$ cat config.mk
export PLATFORM = sky130hd
export DESIGN_NAME = branch_cmp_ctrl_flat
export DESIGN_NICKNAME = d
export VERILOG_FILES = /design/src/rtl/branch_cmp_ctrl_if.sv /design/src/rtl/branch_cmp_ctrl.sv /design/src/flat_wrapper.sv
export SDC_FILE = /design/constraint.sdc
export NUM_CORES = 1
export LEC_CHECK = 0
export CORE_MARGIN = 8
export CORE_UTILIZATION = 44
export DETAILED_ROUTE_END_ITERATION = 8
export PLACE_DENSITY = 0.88
export RECOVER_POWER = 50
export SLEW_MARGIN = 20
export SYNTH_ARGS = -nofsm -noshare
export SYNTH_HDL_FRONTEND = slang
export SYNTH_SLANG_ARGS = --single-unit
$ cat constraint.sdc
create_clock -name clk -period 2.6 [get_ports clk]
set_clock_uncertainty 0.15 [all_clocks]
set_input_delay 0.26 -clock clk [delete_from_list [all_inputs] [get_ports clk]]
set_output_delay 0.26 -clock clk [all_outputs]
set_load 0.02 [all_outputs]
$ cat src/rtl/branch_cmp_ctrl_if.sv
// Shared ALU compare-path bus between the branch controller and the EX arbiter.
//   master (branch controller): drives alu_req, alu_prio, alu_a, alu_b,
//                               alu_fun, alu_sign; receives alu_gnt, alu_s
//   slave  (arbiter / ALU side): the mirror image
//   alu_req   request for the shared ALU
//   alu_gnt   grant from the EX arbiter
//   alu_prio  starvation escalation
//   alu_a/b   32-bit operands
//   alu_fun   6-bit ALUFun
//   alu_sign  signed compare select
//   alu_s     compare result, valid the cycle after grant
interface branch_cmp_ctrl_if;
  logic        alu_req;
  logic        alu_gnt;
  logic        alu_prio;
  logic [31:0] alu_a;
  logic [31:0] alu_b;
  logic [5:0]  alu_fun;
  logic        alu_sign;
  logic        alu_s;

  modport master (
    output alu_req, alu_prio, alu_a, alu_b, alu_fun, alu_sign,
    input  alu_gnt, alu_s
  );

  modport slave (
    input  alu_req, alu_prio, alu_a, alu_b, alu_fun, alu_sign,
    output alu_gnt, alu_s
  );
endinterface

$ cat src/rtl/branch_cmp_ctrl.sv
// Branch resolution controller for the EX stage. Accepts one branch at a
// time, borrows the shared ALU compare path through a request/grant
// handshake, resolves the branch and issues a one-cycle redirect + flush
// when taken. Also escalates priority when starved and keeps wrap-around
// branch statistics.
// Ports:
//   clk             system clock, rising edge
//   reset           asynchronous, active-low reset
//   br_valid/ready  branch offer from ID/EX and accept indication
//   br_op           branch kind (BEQ,BNE,BLEZ,BGTZ,BLTZ,BGEZ,BLT,BLTU)
//   br_rs/br_rt     operand values
//   br_pc           PC+4 of the branch
//   br_imm          signed word offset
//   kill            cancels any in-flight branch
//   alu             shared ALU bus (master side)
//   redirect_valid  one-cycle taken-branch pulse
//   redirect_pc     branch target (holds when not redirecting)
//   flush           one-cycle IF/ID flush, coincident with redirect_valid
//   cnt_total       resolved branch count (wraps)
//   cnt_taken       taken branch count (wraps)
module branch_cmp_ctrl #(
  parameter int STARVE_LIMIT = 8,
  parameter int CNT_W        = 16
) (
  input  logic                 clk,
  input  logic                 reset,
  input  logic                 br_valid,
  output logic                 br_ready,
  input  logic [2:0]           br_op,
  input  logic [31:0]          br_rs,
  input  logic [31:0]          br_rt,
  input  logic [31:0]          br_pc,
  input  logic [15:0]          br_imm,
  input  logic                 kill,
  branch_cmp_ctrl_if.master    alu,
  output logic                 redirect_valid,
  output logic [31:0]          redirect_pc,
  output logic                 flush,
  output logic [CNT_W-1:0]     cnt_total,
  output logic [CNT_W-1:0]     cnt_taken
);

  localparam logic [2:0] OP_BEQ  = 3'd0;
  localparam logic [2:0] OP_BNE  = 3'd1;
  localparam logic [2:0] OP_BLEZ = 3'd2;
  localparam logic [2:0] OP_BGTZ = 3'd3;
  localparam logic [2:0] OP_BLTZ = 3'd4;
  localparam logic [2:0] OP_BGEZ = 3'd5;
  localparam logic [2:0] OP_BLT  = 3'd6;
  localparam logic [2:0] OP_BLTU = 3'd7;

  localparam int            SW         = $clog2(STARVE_LIMIT + 1);
  localparam logic [SW-1:0] STARVE_MAX = SW'(STARVE_LIMIT);

  typedef enum logic [1:0] {IDLE, REQ, WAIT} state_t;

  state_t        state, state_nxt;
  logic          accept;
  logic          resolve;
  logic          taken;
  logic [31:0]   target;
  logic [2:0]    op_q;
  logic [31:0]   rs_q, rt_q, pc_q;
  logic [15:0]   imm_q;
  logic [SW-1:0] starve_q;

  // State register.
  always_ff @(posedge clk or negedge reset) begin
    if (!reset) state <= IDLE;
    else        state <= state_nxt;
  end

  // Next-state logic. Kill beats grant and compare result in the same cycle.
  // br_ready is also gated by reset so it reads 0 while reset is held.
  always_comb begin
    state_nxt = state;
    br_ready  = 1'b0;
    accept    = 1'b0;
    resolve   = 1'b0;
    case (state)
      IDLE: begin
        br_ready = ~kill & reset;
        if (br_valid & ~kill) begin
          accept    = 1'b1;
          state_nxt = REQ;
        end
      end
      REQ: begin
        if (kill)             state_nxt = IDLE;
        else if (alu.alu_gnt) state_nxt = WAIT;
      end
      WAIT: begin
        state_nxt = IDLE;
        if (!kill) resolve = 1'b1;
      end
      default: state_nxt = IDLE;
    endcase
  end

  // Branch fields captured at accept.
  always_ff @(posedge clk or negedge reset) begin
    if (!reset) begin
      op_q  <= '0;
      rs_q  <= '0;
      rt_q  <= '0;
      pc_q  <= '0;
      imm_q <= '0;
    end else if (accept) begin
      op_q  <= br_op;
      rs_q  <= br_rs;
      rt_q  <= br_rt;
      pc_q  <= br_pc;
      imm_q <= br_imm;
    end
  end

  // Starvation counter: restarts on every new request and on grant,
  // saturates so alu_prio stays up until the arbiter relents.
  always_ff @(posedge clk or negedge reset) begin
    if (!reset) begin
      starve_q <= '0;
    end else if (accept || (state == REQ && alu.alu_gnt)) begin
      starve_q <= '0;
    end else if (state == REQ && starve_q != STARVE_MAX) begin
      starve_q <= starve_q + SW'(1);
    end
  end

  // ALU drive: only meaningful while requesting, zero otherwise.
  // Zero-compare ops use B = 0 so the ALU compares rs against zero.
  always_comb begin
    alu.alu_req  = 1'b0;
    alu.alu_prio = 1'b0;
    alu.alu_a    = '0;
    alu.alu_b    = '0;
    alu.alu_fun  = '0;
    alu.alu_sign = 1'b0;
    if (state == REQ) begin
      alu.alu_req  = 1'b1;
      alu.alu_prio = (starve_q == STARVE_MAX);
      alu.alu_a    = rs_q;
      alu.alu_sign = (op_q != OP_BLTU);
      if (op_q == OP_BEQ || op_q == OP_BNE || op_q == OP_BLT || op_q == OP_BLTU)
        alu.alu_b = rt_q;
      case (op_q)
        OP_BEQ:          alu.alu_fun = 6'b110011;
        OP_BNE:          alu.alu_fun = 6'b110001;
        OP_BLT, OP_BLTU: alu.alu_fun = 6'b110101;
        OP_BLTZ, OP_BGEZ: alu.alu_fun = 6'b111010;
        OP_BLEZ:         alu.alu_fun = 6'b111100;
        OP_BGTZ:         alu.alu_fun = 6'b111110;
        default:         alu.alu_fun = 6'b000000;
      endcase
    end
  end

  // BGEZ shares the less-than-zero compare, so its sense is inverted.
  assign taken  = (op_q == OP_BGEZ) ? ~alu.alu_s : alu.alu_s;
  assign target = pc_q + {{14{imm_q[15]}}, imm_q, 2'b00};

  // Redirect/flush pulse; redirect_pc only moves on a taken branch.
  always_ff @(posedge clk or negedge reset) begin
    if (!reset) begin
      redirect_valid <= 1'b0;
      flush          <= 1'b0;
      redirect_pc    <= '0;
    end else begin
      redirect_valid <= resolve & taken;
      flush          <= resolve & taken;
      if (resolve & taken) redirect_pc <= target;
    end
  end

  // Statistics, wrapping naturally at the counter width.
  always_ff @(posedge clk or negedge reset) begin
    if (!reset) begin
      cnt_total <= '0;
      cnt_taken <= '0;
    end else if (resolve) begin
      cnt_total <= cnt_total + CNT_W'(1);
      if (taken) cnt_taken <= cnt_taken + CNT_W'(1);
    end
  end

endmodule
$ cat src/flat_wrapper.sv
// flat-port wrapper written by rule: the top's interface ports become plain ports
module branch_cmp_ctrl_flat 
#(
  parameter int STARVE_LIMIT = 8,
  parameter int CNT_W        = 16
)
  (clk, reset, br_valid, br_ready, br_op, br_rs, br_rt, br_pc, br_imm, kill, redirect_valid, redirect_pc, flush, cnt_total, cnt_taken, alu_alu_req, alu_alu_prio, alu_alu_a, alu_alu_b, alu_alu_fun, alu_alu_sign, alu_alu_gnt, alu_alu_s);
  branch_cmp_ctrl_if alu_i ();
  input  logic clk;
  input  logic reset;
  input  logic br_valid;
  output logic br_ready;
  input  logic [2:0] br_op;
  input  logic [31:0] br_rs;
  input  logic [31:0] br_rt;
  input  logic [31:0] br_pc;
  input  logic [15:0] br_imm;
  input  logic kill;
  output logic redirect_valid;
  output logic [31:0] redirect_pc;
  output logic flush;
  output logic [CNT_W-1:0] cnt_total;
  output logic [CNT_W-1:0] cnt_taken;
  output wire logic [$bits(alu_i.alu_req)-1:0] alu_alu_req;
  output wire logic [$bits(alu_i.alu_prio)-1:0] alu_alu_prio;
  output wire logic [$bits(alu_i.alu_a)-1:0] alu_alu_a;
  output wire logic [$bits(alu_i.alu_b)-1:0] alu_alu_b;
  output wire logic [$bits(alu_i.alu_fun)-1:0] alu_alu_fun;
  output wire logic [$bits(alu_i.alu_sign)-1:0] alu_alu_sign;
  input wire logic [$bits(alu_i.alu_gnt)-1:0] alu_alu_gnt;
  input wire logic [$bits(alu_i.alu_s)-1:0] alu_alu_s;
  assign alu_alu_req = alu_i.alu_req;
  assign alu_alu_prio = alu_i.alu_prio;
  assign alu_alu_a = alu_i.alu_a;
  assign alu_alu_b = alu_i.alu_b;
  assign alu_alu_fun = alu_i.alu_fun;
  assign alu_alu_sign = alu_i.alu_sign;
  assign alu_i.alu_gnt = alu_alu_gnt;
  assign alu_i.alu_s = alu_alu_s;
  branch_cmp_ctrl #(.STARVE_LIMIT(STARVE_LIMIT), .CNT_W(CNT_W)) u_core (.clk(clk), .reset(reset), .br_valid(br_valid), .br_ready(br_ready), .br_op(br_op), .br_rs(br_rs), .br_rt(br_rt), .br_pc(br_pc), .br_imm(br_imm), .kill(kill), .alu(alu_i), .redirect_valid(redirect_valid), .redirect_pc(redirect_pc), .flush(flush), .cnt_total(cnt_total), .cnt_taken(cnt_taken));
endmodule
==> impl_metrics.tcl <==
set metrics [dict create \
    ys.flop_type "dfrtp_1" \
    gp_congestion 0.8773 \
    min_path_type "in2reg" \
    worst-path-max-fanout 6 \
    coreArea_um2 21020 \
    clockBufferDepth 2 \
    wirelength_um 27070 \
    rr_worst_depth 10 \
    grt_max_degree 126 \
    ys_ff_latch 186 \
    synthDistinctLibCells 69 \
    vias_per_cell 5.153 \
    drtIter0Drc 481 \
    status "complete, no violations" \
    rows 53 \
    initial_core_util 0.4485 \
    grt_pass1_wl_um 44110 \
    synth_edf_count 0 \
    cts_max_level 4 \
    die_x_um 162.4 \
    yosysMostFrequentCell "nand2_1" \
    io_pins 261 \
    end_kind "output pin" \
    min_to "u_core.rs_q[28]$_DFFE_PN0P_" \
    crit_required_ns 2.19 \
    ir_worst_vdd_uv 480.9 \
    drc_errors 0 \
    antenna_found_initial 7 \
    syn_to_final_growth_pct 38.19 \
    synth_top_area_cell "dfrtp_1" \
    num-fill-cells 1703 \
    grt_pass1_vias 8689 \
    max-cap-violations 0 \
    synth_area_per_cell_um2 8.886 \
    p_per_area_nw_per_um2 782.8 \
    cts_tree "done" \
    ys_warn_count 0 \
    period_minus_slack_ns 2.526 \
    numPortBuffers 260 \
    wl_per_cell_um 16.80 \
    worstMarginPinSlew_ns 1.423 \
    clock_latency_ns 0.43 \
    synth_area_leaders "dfrtp_1 49%, nand2_1 16%, ha_1 4.9%" \
    r2r_end "u_core.redirect_pc[30]$_DFFE_PN0P_" \
    path_class "reg2out" \
    finalSetupViolCount 0 \
    reg2reg_from "u_core.imm_q[0]$_DFFE_PN0P_" \
    hold_viol_final 0 \
    grt_util_all_layers 0.2058 \
    multi_input_area_um2 4548 \
    synthCells 1061 \
    timing.slew.headroom 0.05158 \
    syn-num-nets 1220 \
    clockRootBuffer "clkbuf_16" \
    setup_tns_ns 0 \
    min_from "br_rs[28]" \
    hold_depth 3 \
    clkSinkCount 186 \
    numCtsBuffers 17 \
    drtAntennaViolNets 0 \
    register_area_um2 4656 \
    async_flop_share 1.000 \
    seq_area_frac_synth 0.4937 \
    synth_common_cells "407 x nand2_1, 186 x dfrtp_1, 70 x and2_1" \
    max_freq_mhz 395.8 \
    die_area_um2 26370 \
    synth_top_area_share 0.4937 \
    r2r_slack_ns 0.10 \
    die_h_um 162.4 \
    first_pass_iters 5 \
    drive_above_1_share 0.1062 \
    slew_viol_final 0 \
    p_leak_nw 6.695 \
    worstSetupStartpointType "flop" \
    dpl.hpwl_um 19970 \
    vias 8306 \
    rsz0062_at_grt "yes" \
    antenna_cells 0 \
    gr-total-overflow 0 \
    crit_arrival_ns 2.12 \
    timing.hold.ws_ns 0.1987 \
    layout.nets 1484 \
    clk_pin_slew_worst_paths_ns 0.07 \
    period_share 0.9716 \
    synth.cell_area_um2 9428 \
]
[stage by stage]
step / utilization / total power [mW] / worst slack [ns] / cells / cell area [um2]
floorplan: - / 5.911 / 0.08766 / 1061 / 9428
global placement: 0.5941 / 7.378 / 0.08610 / 1573 / 12490
detailed placement: 0.5941 / 7.471 / -0.01592 / 1573 / 12490
finish: 0.6198 / 10.20 / 0.07373 / 1612 / 13030
global route: 0.6198 / 10.80 / -0.05487 / 1612 / 13030
CTS: 0.6247 / 10.28 / 0.000004219 / 1605 / 13130
[registers in the layout, indices dropped and copies added, names as in the netlist]
name / count
u_core.imm_q: 16
u_core.starve_q: 4
u_core.cnt_taken: 16
u_core.rs_q: 32
u_core.redirect_pc: 32
u_core.cnt_total: 16
u_core.pc_q: 32
u_core.rt_q: 32
u_core.state: 2
u_core.op_q: 3
u_core.redirect_valid: 1
[timing repair]
action,in CTS,in global routing
buffers inserted,0,6
endpoints found under the setup margin,65,43
gates resized for setup,130,52
hold endpoints to repair,186,0
pin swaps,1,4
hold buffers,1,0
cloned,0,1
[worst max-delay path by stage]
| stage | start | to | cells after the start |
|---|---|---|---|
| 2_1_floorplan | u_core.imm_q[15]$_DFFE_PN0P_ | u_core.redirect_pc[24]$_DFFE_PN0P_ | 9 |
| 3_3_place_gp | u_core.imm_q[0]$_DFFE_PN0P_ | u_core.redirect_pc[30]$_DFFE_PN0P_ | 10 |
| 3_5_place_dp | u_core.imm_q[0]$_DFFE_PN0P_ | u_core.redirect_pc[30]$_DFFE_PN0P_ | 10 |
| 4_1_cts | u_core.state[1]$_DFFE_PN0P_ | alu_alu_a[10] | 5 |
| 5_1_grt | u_core.imm_q[0]$_DFFE_PN0P_ | u_core.redirect_pc[30]$_DFFE_PN0P_ | 10 |
| 6_report | u_core.state[1]$_DFFE_PN0P_ | alu_alu_prio | 4 |
[metal layers]
| metal | track usage | share of wire | vias to the layer above |
|---|---|---|---|
| met5 | 0 | 0.0037 | - |
| met4 | 0.07492 | 0.027 | 14 |
| met3 | 0.08165 | 0.094 | 62 |
| met2 | 0.3394 | 0.48 | 273 |
| met1 | 0.2387 | 0.40 | 3958 |
| li1 | - | - | 3999 |
[logic make-up (layout without fill, tap and decap cells)]
family | Yosys count | after routing | synth area share
DFF | 186 | 186 | 0.4937
xor gates and xnor gates | 58 | 58 | 0.05388
and+or+nand+nor | 582 | 582 | 0.2755
adders and majority gates | 38 | 38 | 0.05123
muxes | 3 | 3 | 0.003318
AOI/OAI and AO/OA | 123 | 123 | 0.09025
buffers and inverters | 71 | 347 | 0.03212
[report_power, final]
| group | internal (mW) | switching [mW] |
|---|---|---|
| registers | 3.46 | 0.372 |
| logic | 1.58 | 1.99 |
| clock network | 1.64 | 1.14 |
[layout make-up]
type | count | area share
clock buffer | 18 | 0.03371
clock inverter | 13 | 0.01441
inverter | 14 | 0.004033
multi-input combinational | 804 | 0.3491
sequential | 186 | 0.3573
tap | 275 | 0.02641
timing repair buffer | 302 | 0.2150
[critical path, stage by stage, from the launching register on]
cell	delay [ns]
dfrtp_1	0.40
nand2b_1	0.24
clkbuf_1	0.24
nor2_1	0.16
clkdlybuf4s50_1	0.66
[layout by cell type (no fill, tap or decap), drive strengths merged, types with 17 or more instances in the layout]
master	count
nand2	408
dfrtp	186
clkdlybuf4s50	159
and2	70
buf	67
o21ai	38
xnor2	37
ha	37
dlygate4sd3	34
dlygate4sd2	31
clkbuf	25
a21oi	24
nor2	22
xor2	21
nand3	19
a21o	18
inv	18
nand4	17
(Power assumes the default switching activity.)
